$ cat src/rtl/peripheral_spi_slave_if.sv
// J1 I/O bus plus SPI pins of the SPI slave peripheral, bundled for port connection.
interface peripheral_spi_slave_if;
    logic [15:0] d_in;
    logic        cs;
    logic [3:0]  addr;
    logic        rd;
    logic        wr;
    logic [15:0] d_out;
    logic        sck;
    logic        ss;
    logic        mosi;
    logic        miso;

    modport master (
        output d_in, cs, addr, rd, wr, sck, ss, mosi,
        input  d_out, miso
    );

    modport slave (
        input  d_in, cs, addr, rd, wr, sck, ss, mosi,
        output d_out, miso
    );
endinterface

$ cat src/rtl/peripheral_spi_slave.sv
// SPI mode-0 slave (8-bit, MSB first) with J1 register port; reads return on d_out one cycle later.
// No backpressure: bus accesses are taken every cycle; a byte arriving before the last is read sets overrun.
module peripheral_spi_slave #(
    parameter int SYNC_STAGES = 2
) (
    input  logic                   clk,
    input  logic                   rst,
    peripheral_spi_slave_if.slave  bus
);

    localparam int CW = SYNC_STAGES + 1;
    localparam int FW = $clog2(SYNC_STAGES + 2);
    localparam logic [FW-1:0] FLUSH_DONE = FW'(SYNC_STAGES + 1);

    localparam logic [3:0] ADDR_TX     = 4'h0;
    localparam logic [3:0] ADDR_RX     = 4'h2;
    localparam logic [3:0] ADDR_BUSY   = 4'h4;
    localparam logic [3:0] ADDR_AVAIL  = 4'h6;
    localparam logic [3:0] ADDR_STATUS = 4'h8;

    typedef enum logic {
        IDLE,
        SHIFT
    } state_t;

    state_t state_q, state_d;

    // sck/ss chains carry one extra stage: the previous synchronized sample for edge detection
    logic [CW-1:0]          sck_sync_q, sck_sync_d;
    logic [CW-1:0]          ss_sync_q, ss_sync_d;
    logic [SYNC_STAGES-1:0] mosi_sync_q, mosi_sync_d;
    logic [FW-1:0]          flush_q, flush_d;

    logic [7:0]  tx_reg_q, tx_reg_d;
    logic [7:0]  tx_shift_q, tx_shift_d;
    logic [7:0]  rx_shift_q, rx_shift_d;
    logic [7:0]  rx_data_q, rx_data_d;
    logic [2:0]  bit_cnt_q, bit_cnt_d;
    logic        avail_q, avail_d;
    logic        overrun_q, overrun_d;
    logic        txrdy_q, txrdy_d;
    logic        byte_done_q, byte_done_d;
    logic [15:0] d_out_q, d_out_d;

    logic sync_ok;
    logic sck_cur, sck_prev, ss_cur, ss_prev, mosi_s;
    logic sck_rise, sck_fall, ss_rise, ss_fall;
    logic rd_hit, wr_tx, rd_rx, rd_status;
    logic unused_d_in;

    assign unused_d_in = ^bus.d_in[15:8];

    // Edges are ignored until every chain stage holds a real pin sample, so reset
    // values cannot fake an ss falling edge while the master still holds ss low.
    assign sync_ok  = (flush_q == FLUSH_DONE);
    assign sck_cur  = sck_sync_q[SYNC_STAGES-1];
    assign sck_prev = sck_sync_q[SYNC_STAGES];
    assign ss_cur   = ss_sync_q[SYNC_STAGES-1];
    assign ss_prev  = ss_sync_q[SYNC_STAGES];
    assign mosi_s   = mosi_sync_q[SYNC_STAGES-1];

    assign sck_rise = sync_ok &  sck_cur & ~sck_prev;
    assign sck_fall = sync_ok & ~sck_cur &  sck_prev;
    assign ss_rise  = sync_ok &  ss_cur  & ~ss_prev;
    assign ss_fall  = sync_ok & ~ss_cur  &  ss_prev;

    assign rd_hit    = bus.cs & bus.rd;
    assign wr_tx     = bus.cs & bus.wr & (bus.addr == ADDR_TX);
    assign rd_rx     = rd_hit & (bus.addr == ADDR_RX);
    assign rd_status = rd_hit & (bus.addr == ADDR_STATUS);

    always_comb begin
        state_d     = state_q;
        sck_sync_d  = {sck_sync_q[SYNC_STAGES-1:0], bus.sck};
        ss_sync_d   = {ss_sync_q[SYNC_STAGES-1:0], bus.ss};
        mosi_sync_d = SYNC_STAGES'({mosi_sync_q, bus.mosi});
        flush_d     = sync_ok ? flush_q : flush_q + 1'b1;
        tx_reg_d    = tx_reg_q;
        tx_shift_d  = tx_shift_q;
        rx_shift_d  = rx_shift_q;
        rx_data_d   = rx_data_q;
        bit_cnt_d   = bit_cnt_q;
        avail_d     = avail_q;
        overrun_d   = overrun_q;
        txrdy_d     = txrdy_q;
        byte_done_d = byte_done_q;
        d_out_d     = '0;

        if (rd_hit) begin
            case (bus.addr)
                ADDR_RX:     d_out_d[7:0] = rx_data_q;
                ADDR_BUSY:   d_out_d[0]   = (state_q == SHIFT);
                ADDR_AVAIL:  d_out_d[0]   = avail_q;
                ADDR_STATUS: d_out_d[1:0] = {txrdy_q, overrun_q};
                default:     d_out_d      = '0;
            endcase
        end

        if (wr_tx)     tx_reg_d  = bus.d_in[7:0];
        if (rd_rx)     avail_d   = 1'b0;
        if (rd_status) overrun_d = 1'b0;

        case (state_q)
            IDLE: begin
                if (ss_fall) begin
                    state_d     = SHIFT;
                    tx_shift_d  = tx_reg_q;
                    txrdy_d     = 1'b1;
                    bit_cnt_d   = '0;
                    rx_shift_d  = '0;
                    byte_done_d = 1'b0;
                end
            end
            SHIFT: begin
                if (ss_rise) begin
                    state_d     = IDLE;
                    bit_cnt_d   = '0;
                    rx_shift_d  = '0;
                    byte_done_d = 1'b0;
                end else if (sck_rise) begin
                    rx_shift_d = {rx_shift_q[6:0], mosi_s};
                    bit_cnt_d  = bit_cnt_q + 3'd1;
                    if (bit_cnt_q == 3'd7) begin
                        rx_data_d   = {rx_shift_q[6:0], mosi_s};
                        avail_d     = 1'b1;
                        byte_done_d = 1'b1;
                        // a read of the old byte on this very cycle consumes it, so no overrun
                        if (avail_q && !rd_rx) overrun_d = 1'b1;
                    end
                end else if (sck_fall) begin
                    if (byte_done_q) begin
                        tx_shift_d  = tx_reg_q;
                        txrdy_d     = 1'b1;
                        byte_done_d = 1'b0;
                    end else begin
                        tx_shift_d = {tx_shift_q[6:0], 1'b0};
                    end
                end
            end
            default: state_d = IDLE;
        endcase

        // A tx_reg write on the reload cycle still leaves txrdy clear.
        if (wr_tx) txrdy_d = 1'b0;
    end

    always_ff @(posedge clk) begin
        if (rst) begin
            state_q     <= IDLE;
            sck_sync_q  <= '0;
            ss_sync_q   <= '1;
            mosi_sync_q <= '0;
            flush_q     <= '0;
            tx_reg_q    <= '0;
            tx_shift_q  <= '0;
            rx_shift_q  <= '0;
            rx_data_q   <= '0;
            bit_cnt_q   <= '0;
            avail_q     <= 1'b0;
            overrun_q   <= 1'b0;
            txrdy_q     <= 1'b1;
            byte_done_q <= 1'b0;
            d_out_q     <= '0;
        end else begin
            state_q     <= state_d;
            sck_sync_q  <= sck_sync_d;
            ss_sync_q   <= ss_sync_d;
            mosi_sync_q <= mosi_sync_d;
            flush_q     <= flush_d;
            tx_reg_q    <= tx_reg_d;
            tx_shift_q  <= tx_shift_d;
            rx_shift_q  <= rx_shift_d;
            rx_data_q   <= rx_data_d;
            bit_cnt_q   <= bit_cnt_d;
            avail_q     <= avail_d;
            overrun_q   <= overrun_d;
            txrdy_q     <= txrdy_d;
            byte_done_q <= byte_done_d;
            d_out_q     <= d_out_d;
        end
    end

    assign bus.d_out = d_out_q;
    assign bus.miso  = (state_q == SHIFT) ? tx_shift_q[7] : 1'b0;

endmodule
$ cat src/flat_wrapper.sv
// flat-port wrapper written by rule: the top's interface ports become plain ports
module peripheral_spi_slave_flat 
#(
    parameter int SYNC_STAGES = 2
)
  (clk, rst, bus_d_in, bus_cs, bus_addr, bus_rd, bus_wr, bus_sck, bus_ss, bus_mosi, bus_d_out, bus_miso);
  peripheral_spi_slave_if bus_i ();
  input  logic clk;
  input  logic rst;
  input wire logic [$bits(bus_i.d_in)-1:0] bus_d_in;
  input wire logic [$bits(bus_i.cs)-1:0] bus_cs;
  input wire logic [$bits(bus_i.addr)-1:0] bus_addr;
  input wire logic [$bits(bus_i.rd)-1:0] bus_rd;
  input wire logic [$bits(bus_i.wr)-1:0] bus_wr;
  input wire logic [$bits(bus_i.sck)-1:0] bus_sck;
  input wire logic [$bits(bus_i.ss)-1:0] bus_ss;
  input wire logic [$bits(bus_i.mosi)-1:0] bus_mosi;
  output wire logic [$bits(bus_i.d_out)-1:0] bus_d_out;
  output wire logic [$bits(bus_i.miso)-1:0] bus_miso;
  assign bus_i.d_in = bus_d_in;
  assign bus_i.cs = bus_cs;
  assign bus_i.addr = bus_addr;
  assign bus_i.rd = bus_rd;
  assign bus_i.wr = bus_wr;
  assign bus_i.sck = bus_sck;
  assign bus_i.ss = bus_ss;
  assign bus_i.mosi = bus_mosi;
  assign bus_d_out = bus_i.d_out;
  assign bus_miso = bus_i.miso;
  peripheral_spi_slave #(.SYNC_STAGES(SYNC_STAGES)) u_core (.clk(clk), .rst(rst), .bus(bus_i));
endmodule
$ cat config.mk
export PLATFORM = sky130hd
export DESIGN_NAME = peripheral_spi_slave_flat
export DESIGN_NICKNAME = d
export VERILOG_FILES = /design/src/rtl/peripheral_spi_slave_if.sv /design/src/rtl/peripheral_spi_slave.sv /design/src/flat_wrapper.sv
export SDC_FILE = /design/constraint.sdc
export NUM_CORES = 1
export LEC_CHECK = 0
export CAP_MARGIN = 30
export CELL_PAD_IN_SITES_DETAIL_PLACEMENT = 1
export CELL_PAD_IN_SITES_GLOBAL_PLACEMENT = 1
export CORE_ASPECT_RATIO = 1.5
export CORE_UTILIZATION = 44
export CTS_CLUSTER_DIAMETER = 80
export DETAILED_ROUTE_END_ITERATION = 10
export DONT_BUFFER_PORTS = 1
export PLACE_DENSITY_LB_ADDON = 0.1
export SLEW_MARGIN = 20
export SYNTH_ARGS = -nofsm -noshare
export SYNTH_HDL_FRONTEND = slang
export SYNTH_SLANG_ARGS = --single-unit
$ cat constraint.sdc
create_clock -name clk -period 2.5 [get_ports clk]
set_clock_uncertainty 0.1 [all_clocks]
set_input_delay 0.5 -clock clk [delete_from_list [all_inputs] [get_ports clk]]
set_output_delay 0.5 -clock clk [all_outputs]
set_load 0.1 [all_outputs]
Word-level counts from Yosys, hierarchy flattened. Cells that the tools add are included.

Register bits after elaboration: 65. Latch bits: 0. Memory bits (writable): 0. Memory bits (read-only): 0. Output and inout port bits: 17. Memories kept: 0.

Add/subtract/negate cells: 2. Multipliers: 0. Div/mod/pow operators: 0. Magnitude comparators: 0. Equal/unequal tests: 18. Shifts and indexed selects: 0. Muxes and demuxes: 44. Bitwise operators: 21. Reduce and logical (&&, ||, !) cells: 10.

Operators with widths (number): $mux W8 (5); $mux W1 (25); $mux W7 (3); $pmux W8 S2 (1); $ne A3 B3 Y1 const B (5); $pmux W7 S2 (1); $and A1 B1 Y1 (13); $mux W3 (3); $eq A4 B3 Y1 const B (2); $ne A4 B4 Y1 const B (2); $not A1 Y1 (8); $pmux W1 S2 (4); $reduce_and A4 Y1 (2); $ne A2 B2 Y1 const B (3); $pmux W3 S2 (1); $reduce_and A5 Y1 (1); $eq A4 B2 Y1 const B (1); $eq A4 B4 Y1 const B (1); $logic_not A4 Y1 (1); $pmux W1 S4 (1); $add A3 B1 Y3 const B (1); $eq A3 B3 Y1 const B (1); $ne A3 B1 Y1 const B (1); $reduce_and A3 Y1 (1); 8 further kinds (8).

Logic depth before layout (Yosys ltp).
Depth after elaboration: 9. Depth in mapped cells: 7. Depth with buffers taken out: 5.

Worst setup path after synthesis. No wires, ideal clock.

Kind: register to output. From: register u_core.state_q. To: output bus_miso. Data arrival time: 1.179 ns. Required time: 1.900 ns. Slack: 0.721 ns. Stages on the path, launching flop included: 3. Path buffers: 1. Path through: dfxtp_1 > buf_6 > and2_1.

Cells in the longest elaborated chain, start to end: 1.

Ends and longest elaborated chain: from (decl) (RTL line peripheral_spi_slave.sv:26) `state_t state_q, state_d;`; from (signal assigned) (RTL line peripheral_spi_slave.sv:165) `state_q <= state_d;`; $mux W1 (RTL line peripheral_spi_slave.sv:184) `assign bus.miso = (state_q == SHIFT) ? tx_shift_q[7] : 1'b0;`; to (decl) (RTL line flat_wrapper.sv:19) `output wire logic [$bits(bus_i.miso)-1:0] bus_miso;`.

No other way between the ends.

Final worst setup path. Ends and elaborated chain as after synthesis.

==> impl_metrics.csv <==
group,metric,value,unit
timing,hold_viol_final,0,
setup_path,rrSetupSlack,710,ps
clock_network,cts_resized,0,
cells_and_area,final_design_area_no_fill,2824,um^2
global_route,grt_use_total,21.13,%
power,power_density,676.8,nW/um^2
setup_path,path_class,"reg2out",
setup_path,slowest_stage,"dfxtp_1",
power,fin_total_pwr,1.911,mW
power,p_leak,0.9587,nW
die,die_x,64.48,um
global_route,antenna_found_initial,0,
placed_design,port_buffers,0,
logic_synthesis,synthMostInstantiatedCell,"dfxtp_1",
setup_path,timing.rr.start,"u_core.state_q$_SDFF_PP0_",
min_path,min_path_cells,1,
setup_path,worstPathRequired,1900,ps
clock_network,cts_sinks,57,
outcome,status,"finished clean",
setup_path,r2r-end,"u_core.tx_shift_q[7]$_SDFFE_PP0P_",
setup_path,crit_buf_inv,1,
placed_design,post-dp-hpwl,4.126,mm
placed_design,dpl_cell_area,2629,um^2
global_route,grt_max_degree,58,
clock_network,max-clock-path-buffers,2,
drt,drtAntennaViolNets,0,
die,die-area,6171,um^2
timing,fin_crit_sh,77.91,%
clock_network,clock_latency,340,ps
global_route,grt_pass1_vias,2054,
setup_path,end_kind,"output port",
die,ios,45,
cells_and_area,finalNonFillerCells,355,
die,start_util,46.56,%
die,fp-row-count,33,
setup_path,crit_path_start_kind,"register",
min_path,min_to,"u_core.rx_data_q[3]$_SDFFE_PP0P_",
power,worst_ir_drop_vdd,0.4058,mV
drt,vias,2010,
setup_path,cp_top_family,"flip-flops",
cells_and_area,utilization,51.04,%
cells_and_area,drive_gt1_share,14.39,%
placed_design,place_congestion,0.7276,
setup_path,crit_chain,"and2_1 > buf_4",
placed_design,place_inst,339,
min_path,hold_class,"in2reg",
placed_design,dp_worst_setup_slack,707.4,ps
logic_synthesis,synth_top_area_cell,"dfxtp_1",
drt,drt-initial-drc-count,83,
logic_synthesis,ys.flop_type,"dfxtp_1",
setup_path,path_max_fanout,11,
logic_synthesis,yosysSeqAreaShare,44.29,%
die,core_region_area,5533,um^2
setup_path,critPathMaxStageDelay,550,ps
timing,fmax,0.5134,GHz
drt,drc,0,
timing,setup_ws,552.2,ps
logic_synthesis,synthTopCellsByCount,"dfxtp_1, a21oi_1, o21ai_0",
cells_and_area,syn_to_final_growth,9.616,%
logic_synthesis,yosys_warnings,0,
global_route,grt_overflow,0,
timing,rsz0062_at_grt,"no",
cells_and_area,nNetsFinal,311,
clock_network,cts_hold_buf,0,
drt,first_pass_iters,6,
logic_synthesis,async_flop_share,0,%
job,drv_cap,0,
drt,viasPerCell,5.662,
die,die_h,95.72,um
clock_network,post_cts_buffers,0,
logic_synthesis,synth_top_area_share,44.29,%
drt,wl_per_cell,16.81,um
timing,fin_hold_ws,143.8,ps
global_route,grt_pass1_wl,9.839,mm
logic_synthesis,syn_inst,277,
logic_synthesis,ys_seq_elements,57,
clock_network,h-tree-depth,3,
clock_network,root_buffer,"clkbuf_8",
clock_network,cts_tree,"built",
logic_synthesis,syn_area,2576,um^2
timing,setup_violations,0,
min_path,worstHoldStart,"rst",
setup_path,ff2ff_path_depth,4,
clock_network,numCtsBuffers,9,
clock_network,path_clk_slew,70,ps
timing,max_slew.worst_pin.slew,724.6,ps
drt,wl,5.966,mm
setup_path,crit_arrival,1350,ps
timing,drv_slew,0,
logic_synthesis,synth_edf_count,0,
logic_synthesis,yosysUniqueCellTypes,45,
timing,period_needed,1948,ps
cells_and_area,diodes,0,
logic_synthesis,avgSynthCellArea,9.300,um^2
timing,timing.setup.tns,0,ps
timing,slew_headroom,51.59,%
logic_synthesis,yosys-top-cells-area,"dfxtp_1, a21oi_1, mux2i_1",
[power breakdown]
| part | switching [mW] | total (mW) | internal [mW] | leakage (nW) |
|---|---|---|---|---|
| Combinational | 0.0967 | 0.129 | 0.0326 | 0.396 |
| Clock | 0.368 | 0.847 | 0.479 | 0.102 |
| Sequential | 0.0104 | 0.935 | 0.925 | 0.461 |
| Total | 0.475 | 1.91 | 1.44 | 0.959 |
[placed cells by master (no fill, tap or decap), types with 7 or more instances in the layout]
cell | netlist | final
nand3_1 | 13 | 13
conb_1 | 1 | 8
nand2_1 | 8 | 8
o21ai_0 | 20 | 20
mux2i_1 | 10 | 10
a21oi_1 | 20 | 20
a311oi_1 | 7 | 7
and2_1 | 8 | 8
nor3b_1 | 9 | 9
buf_4 | 9 | 17
dfxtp_1 | 57 | 57
nor2b_1 | 14 | 14
a31oi_1 | 7 | 7
clkbuf_8 | 0 | 10
nand4_1 | 8 | 8
a211oi_1 | 8 | 8
o31ai_1 | 9 | 9
[layout make-up]
| class | instances | area [um^2] |
|---|---|---|
| Tap cell | 70 | 87.58 |
| Timing Repair Buffer | 17 | 127.6 |
| Clock inverter | 6 | 57.56 |
| Sequential cell | 57 | 1141 |
| Multi-Input combinational cell | 192 | 1261 |
| Inverter | 3 | 11.26 |
| Fill cell | 671 | 2709 |
| Clock buffer | 10 | 137.6 |
[how the worst max path moves through the flow]
| stage | from | endpoint | slack [ps] | cells past startpoint |
|---|---|---|---|---|
| final | u_core.state_q$_SDFF_PP0_ | bus_miso | 550 | 2 |
| after global routing | u_core.state_q$_SDFF_PP0_ | bus_miso | 480 | 2 |
| after CTS | u_core.state_q$_SDFF_PP0_ | bus_miso | 520 | 2 |
| after detailed placement | u_core.ss_sync_q[2]$_SDFF_PP1_ | u_core.rx_shift_q[0]$_SDFFE_PP0P_ | 710 | 3 |
| after global placement | u_core.ss_sync_q[2]$_SDFF_PP1_ | u_core.rx_shift_q[2]$_SDFFE_PP0P_ | 740 | 3 |
| after floorplan | u_core.state_q$_SDFF_PP0_ | bus_miso | 720 | 2 |
[worst reg2reg max path, stage by stage (launching register included)]
cell and delay, ps:
dfxtp_1 550, nor2b_1 440, buf_4 250, mux2i_1 90
a211oi_1 270
[logic make-up (layout without fill, tap and decap cells)]
family                   Yosys count  count (layout)  share of synthesized area [%]
multiplexers                      10              10                          3.886
XOR/XNOR                           1               1                         0.3400
flip-flops                        57              57                          44.29
other                              1               8                         0.1456
AND/OR/NAND/NOR                   89              89                          21.86
adder cells (fa/ha/maj)            3               3                          1.457
buffers and inverters             35              36                          7.770
AO/OA/AOI/OAI                     81              81                          20.25
[registers in the layout, indices dropped and copies added (netlist names), 3 cells and up]
register,count
u_core.bus.d_out,8
u_core.tx_shift_q,8
u_core.ss_sync_q,3
u_core.rx_shift_q,7
u_core.tx_reg_q,8
u_core.rx_data_q,8
u_core.sck_sync_q,3
u_core.bit_cnt_q,3
[metal layers]
metal  GRT usage, %  part of all wire, %  vias up
met3          5.213                  2.3        9
li1               -                    -     1009
met2          38.77                   54       20
met4          8.889                  1.6        0
met1          22.81                   42      972
met5              0                    0        -
Note: power is estimated with default switching activity, not from simulation.
